**config.mk**
```make
export PLATFORM = sky130hd
export DESIGN_NAME = uart_loop_fifo
export DESIGN_NICKNAME = d
export VERILOG_FILES = /design/src/rtl/uart_loop_fifo.sv
export SDC_FILE = /design/constraint.sdc
export NUM_CORES = 1
export LEC_CHECK = 0
export ABC_AREA = 1
export CORE_MARGIN = 2
export CORE_UTILIZATION = 30
export CTS_BUF_LIST = sky130_fd_sc_hd__clkbuf_8
export DETAILED_ROUTE_END_ITERATION = 10
export PLACE_DENSITY = 0.48
export SLEW_MARGIN = 10
export SYNTH_ARGS = -nofsm -noshare
export SYNTH_HDL_FRONTEND = slang
export SYNTH_SLANG_ARGS = --single-unit
```
**constraint.sdc**
```tcl
create_clock -name i_clk -period 7.7 [get_ports i_clk]
set_clock_uncertainty 0.15 [all_clocks]
set_input_delay 1.54 -clock i_clk [delete_from_list [all_inputs] [get_ports i_clk]]
set_output_delay 1.54 -clock i_clk [all_outputs]
set_load 0.005 [all_outputs]
```
**src/rtl/uart_loop_fifo.sv**
```systemverilog
// uart_loop_fifo
// Byte FIFO and transmit scheduler that sits between the UART receiver and
// the UART transmitter in the loopback path. Each rising edge of
// i_rx_done stores one byte. Whenever the transmitter is idle, one byte is
// launched with a single-cycle o_tx_en pulse. Bursts that arrive faster than
// the transmitter can drain them are buffered, up to DEPTH bytes.
//
// Ports
//   i_clk        system clock
//   i_rst_n      asynchronous active-low reset
//   i_rx_data    received byte, valid while i_rx_done is high
//   i_rx_done    receiver byte-complete strobe (rising edge = one byte)
//   i_tx_busy    transmitter busy, high while a frame shifts out
//   o_tx_en      one-cycle launch pulse to the transmitter
//   o_tx_data    byte for the transmitter, held until the next pop
//   o_full       count == DEPTH
//   o_empty      count == 0
//   o_count      bytes currently stored
//   o_overflow   one-cycle pulse when a byte is dropped on a full FIFO
//
// state   | meaning
// IDLE    | waiting for a stored byte and an idle transmitter
// WAIT_HI | byte launched, waiting for tx_busy to rise (or ack timeout)
// WAIT_LO | transmitter busy, waiting for tx_busy to fall
module uart_loop_fifo #(
    parameter int unsigned DEPTH    = 16,
    parameter int unsigned AW       = 4,
    parameter int unsigned ACK_WAIT = 4
) (
    input  logic          i_clk,
    input  logic          i_rst_n,
    input  logic [7:0]    i_rx_data,
    input  logic          i_rx_done,
    input  logic          i_tx_busy,
    output logic          o_tx_en,
    output logic [7:0]    o_tx_data,
    output logic          o_full,
    output logic          o_empty,
    output logic [AW:0]   o_count,
    output logic          o_overflow
);

    typedef enum logic [1:0] {
        IDLE    = 2'd0,
        WAIT_HI = 2'd1,
        WAIT_LO = 2'd2
    } state_t;

    localparam logic [AW:0] FULL_CNT = {1'b1, {AW{1'b0}}};
    localparam logic [7:0]  ACK_INIT = 8'(ACK_WAIT);

    state_t        r_state;
    state_t        w_state_nxt;
    logic [7:0]    r_mem [DEPTH];
    logic [AW-1:0] r_wr_ptr;
    logic [AW-1:0] r_rd_ptr;
    logic [AW:0]   r_count;
    logic [AW:0]   w_count_nxt;
    logic          r_rx_done_q;
    logic          r_full;
    logic          r_empty;
    logic          r_tx_en;
    logic          r_overflow;
    logic [7:0]    r_tx_data;
    logic [7:0]    r_ack_cnt;
    logic          w_push;
    logic          w_pop;
    logic          w_wr;
    logic          w_drop;
    logic          w_ack_load;
    logic          w_ack_dec;

    assign w_push = i_rx_done & ~r_rx_done_q;
    // A pop on the same edge frees the slot being written, so a full FIFO
    // still accepts the byte; only a push with no pop is dropped.
    assign w_wr   = w_push & (~r_full | w_pop);
    assign w_drop = w_push & r_full & ~w_pop;

    always_comb begin
        w_count_nxt = r_count;
        case ({w_wr, w_pop})
            2'b10:   w_count_nxt = r_count + 1'b1;
            2'b01:   w_count_nxt = r_count - 1'b1;
            default: w_count_nxt = r_count;
        endcase
    end

    // State register
    always_ff @(posedge i_clk or negedge i_rst_n) begin
        if (!i_rst_n) r_state <= IDLE;
        else          r_state <= w_state_nxt;
    end

    // Next-state logic
    always_comb begin
        w_state_nxt = r_state;
        case (r_state)
            IDLE:    if (w_pop) w_state_nxt = WAIT_HI;
            // Timeout path lets a transmitter without a busy output work.
            WAIT_HI: if (i_tx_busy)              w_state_nxt = WAIT_LO;
                     else if (r_ack_cnt <= 8'd1) w_state_nxt = IDLE;
            WAIT_LO: if (!i_tx_busy) w_state_nxt = IDLE;
            default: w_state_nxt = IDLE;
        endcase
    end

    // Output / control decode
    always_comb begin
        w_pop      = 1'b0;
        w_ack_load = 1'b0;
        w_ack_dec  = 1'b0;
        case (r_state)
            IDLE: begin
                w_pop      = ~r_empty & ~i_tx_busy;
                w_ack_load = ~r_empty & ~i_tx_busy;
            end
            WAIT_HI: w_ack_dec = ~i_tx_busy;
            default: ;
        endcase
    end

    // Storage has no reset; the pointers define which entries are valid.
    always_ff @(posedge i_clk) begin
        if (w_wr) r_mem[r_wr_ptr] <= i_rx_data;
    end

    always_ff @(posedge i_clk or negedge i_rst_n) begin
        if (!i_rst_n) begin
            r_rx_done_q <= 1'b0;
            r_wr_ptr    <= '0;
            r_rd_ptr    <= '0;
            r_count     <= '0;
            r_full      <= 1'b0;
            r_empty     <= 1'b1;
            r_tx_en     <= 1'b0;
            r_tx_data   <= 8'h00;
            r_overflow  <= 1'b0;
            r_ack_cnt   <= 8'h00;
        end else begin
            r_rx_done_q <= i_rx_done;
            if (w_wr) r_wr_ptr <= r_wr_ptr + 1'b1;
            if (w_pop) begin
                r_rd_ptr  <= r_rd_ptr + 1'b1;
                r_tx_data <= r_mem[r_rd_ptr];
            end
            r_tx_en    <= w_pop;
            r_overflow <= w_drop;
            r_count    <= w_count_nxt;
            r_full     <= (w_count_nxt == FULL_CNT);
            r_empty    <= (w_count_nxt == '0);
            if (w_ack_load)     r_ack_cnt <= ACK_INIT;
            else if (w_ack_dec) r_ack_cnt <= r_ack_cnt - 1'b1;
        end
    end

    assign o_tx_en    = r_tx_en;
    assign o_tx_data  = r_tx_data;
    assign o_full     = r_full;
    assign o_empty    = r_empty;
    assign o_count    = r_count;
    assign o_overflow = r_overflow;

endmodule

```
==> flow_summary_export.csv <==
group,metric,value,unit
status,status,"completed",
final_layout,syn2layout_area_growth,12.6,%
cts,clkTransAtPathRegs,90,ps
final_layout,seqCellArea,0.00475,sq mm
run,drv_cap,0,
yosys,syn_area,0.00693,sq mm
global_routing,gr-usage-all-layers,13.7,%
global_routing,antenna_found_initial,0,
power,ir_worst_vdd,0.000143,V
sta,setup_tns,0,ps
routing,drc_errors,0,
floorplan,die_w,156,microns
cts,cts_tree,"done",
cts,insertion_delay,450,ps
routing,dr.first_iter.drc_count,240,
sta,fin_crit_sh,58.1,%
yosys,synth_edf_count,128,
cts,clock_sinks,164,
critical_path,worstPathArrival,4720,ps
final_layout,final_nets,675,
yosys,synthTopCellsByCount,"140 x nor2_1, 128 x edfxtp_1, 86 x nand2_1, 61 x o21ai_0, 60 x nand3_1",
global_routing,overflow,0,
final_layout,multi_input_area,0.00185,sq mm
sta,finalHoldViolCount,0,
final_layout,num-fill-cells,2220,
power,leakagePower,2.92,nW
critical_path,start_kind,"input port",
sta,worst_pin_slew,865,ps
routing,vias,4417,
critical_path,crit_fanout,20,
floorplan,die_h,156,microns
sta,setup_viol,0,
yosys,syn_area_per_cell,11.0,sq um
yosys,synthTopCellsByArea,"edfxtp_1 55%, dfrtp_1 13%, nor2_1 7.6%",
sta,drv_slew,0,
critical_path,crit_type,"input port to flop",
final_layout,drive_above_1_share,5.57,%
yosys,yosysMostFrequentCell,"nor2_1",
sta,rsz0062_at_grt,"false",
power,power_density,356,mW/mm^2
cts,cts_buffers,17,
yosys,ys_seq_area_share,68.5,%
yosys,synth_cell_types,28,
routing,antenna_left,0,
global_routing,grt_max_degree,76,
yosys,ys.flop_type,"edfxtp_1",
final_layout,num_antenna_cells,0,
cts,htree_num_levels,4,
sta,slew_headroom,42.3,%
yosys,synth_area_leader_cell,"edfxtp_1",
critical_path,cp-end-kind,"flop",
yosys,synthArstFlopShare,22.0,%
cts,clockBufferDepth,2,
floorplan,coreArea,0.0226,sq mm
sta,hold_slack,320,ps
yosys,syn-num-nets,654,
critical_path,cp_data_required_time,7940,ps
yosys,yosys_warnings,0,
yosys,ys_seq_elements,164,
global_routing,grt_pass1_vias,4518,
routing,vias_per_cell,4.65,
min_path,hold_path.class,"flop to flop",
floorplan,dieArea,0.0243,sq mm
yosys,synth_top_area_share,55.5,%
global_routing,grt_pass1_wl,24.9,mm
floorplan,start_util,30.6,%
cts,cts_hold_buf,0,
routing,routed_wl,15.6,mm
floorplan,num_rows,55,
cts,cts_resized,0,
floorplan,io_pins,29,
sta,clock.fmax,223,MHz
place,globalplace.congestion,0.801,
sta,period_minus_slack,4480,ps
place,port_buffers,28,
place,dp_hpwl,10.2,mm
cts,cts_root_buf,"clkbuf_8",
yosys,synthCells,631,
routing,wl_per_cell,16.4,microns
cts,cts_setup_buffers,0,
routing,dr.pass1.iters,4,
layout by cell type (no fill, tap or decap), types with 8 or more instances in the layout:
cell type / instances
dfrtp_1: 34
xor2_1: 8
clkbuf_8: 17
nand3_1: 60
ha_1: 11
clkdlybuf4s50_1: 27
nor2_1: 140
o21ai_0: 61
nand2_1: 86
inv_1: 40
o211ai_1: 8
edfxtp_1: 128
power breakdown:
| group | leakage [nW] | switching [mW] | internal [mW] |
|---|---|---|---|
| registers | 1.60 | 0.0920 | 1.07 |
| logic | 1.14 | 0.647 | 0.338 |
| clock network | 0.190 | 0.312 | 0.316 |
layout make-up:
cell class | instances | share of cell area, %
clock buffer | 17 | 3.00
tap | 285 | 4.57
timing repair buffer | 30 | 3.72
multi-input combinational | 396 | 23.7
clock inverter | 14 | 2.12
sequential | 164 | 60.9
inverter | 43 | 2.07
worst max-delay path, cell delays in order:
cell and delay (ps):
clkdlybuf4s50_1 440, nor2_1 100, nand3_1 510, a21oi_2 600, inv_1 130, ha_1 290, nand2_1 80, inv_1 50
nor2_1 120, ha_1 240, o21ai_0 220, nand2_1 80, nor2_1 110, nand3_1 100, nor2_1 90
worst paths after layout:
check	from	to	slack, ps	depth (start not counted)
max in group asynchronous	i_rst_n	r_rd_ptr[0]	5830	1
min in group asynchronous	i_rst_n	o_count[4]	1010	1
worst min-delay path	r_ack_cnt[4]	r_ack_cnt[4]	320	1
worst min register to register	r_ack_cnt[4]	r_ack_cnt[4]	320	1
worst max-delay path	i_tx_busy	o_full	3220	15
worst max register to register	o_empty	o_full	4370	14
metal layers:
metal  global-route usage, %  routed length [microns]  vias up  part of all wire (%)
met2                    23.5                     8060       54                    52
li1                        -                        -     2187                     -
met3                    2.81                      404       16                   2.6
met4                    4.81                      219        0                   1.4
met5                       0                        0        -                     0
met1                    17.3                     6920     2160                    44
through the flow:
stage	utilization [%]	std cells	instance area [sq um]	power (mW)	setup WS, ps
2_1_floorplan	-	631	6930	1.87	4140
3_3_place_gp	32.7	918	7400	2.17	2830
3_5_place_dp	32.7	918	7400	2.18	2700
4_1_cts	34.5	949	7800	2.82	3210
5_1_grt	34.5	949	7800	3.00	2800
6_report	34.5	949	7800	2.78	3220
cells by family after synthesis:
logic type / Yosys count / share of synthesized area [%]
AO/OA/AOI/OAI: 85 / 6.55
adder cells (fa/ha/maj): 11 / 1.99
buffers and inverters: 71 / 4.86
XOR/XNOR: 8 / 1.01
AND/OR/NAND/NOR: 292 / 17.1
flip-flops: 164 / 68.5
registers in the layout, summed over array words and instances, names as in the netlist:
| name | cells |
|---|---|
| o_count | 5 |
| o_empty | 1 |
| o_full | 1 |
| o_overflow | 1 |
| o_tx_data | 8 |
| o_tx_en | 1 |
| r_ack_cnt | 8 |
| r_mem | 128 |
| r_rd_ptr | 4 |
| r_rx_done_q | 1 |
| r_state | 2 |
| r_wr_ptr | 4 |
Note: power is estimated with default switching activity, not from simulation.
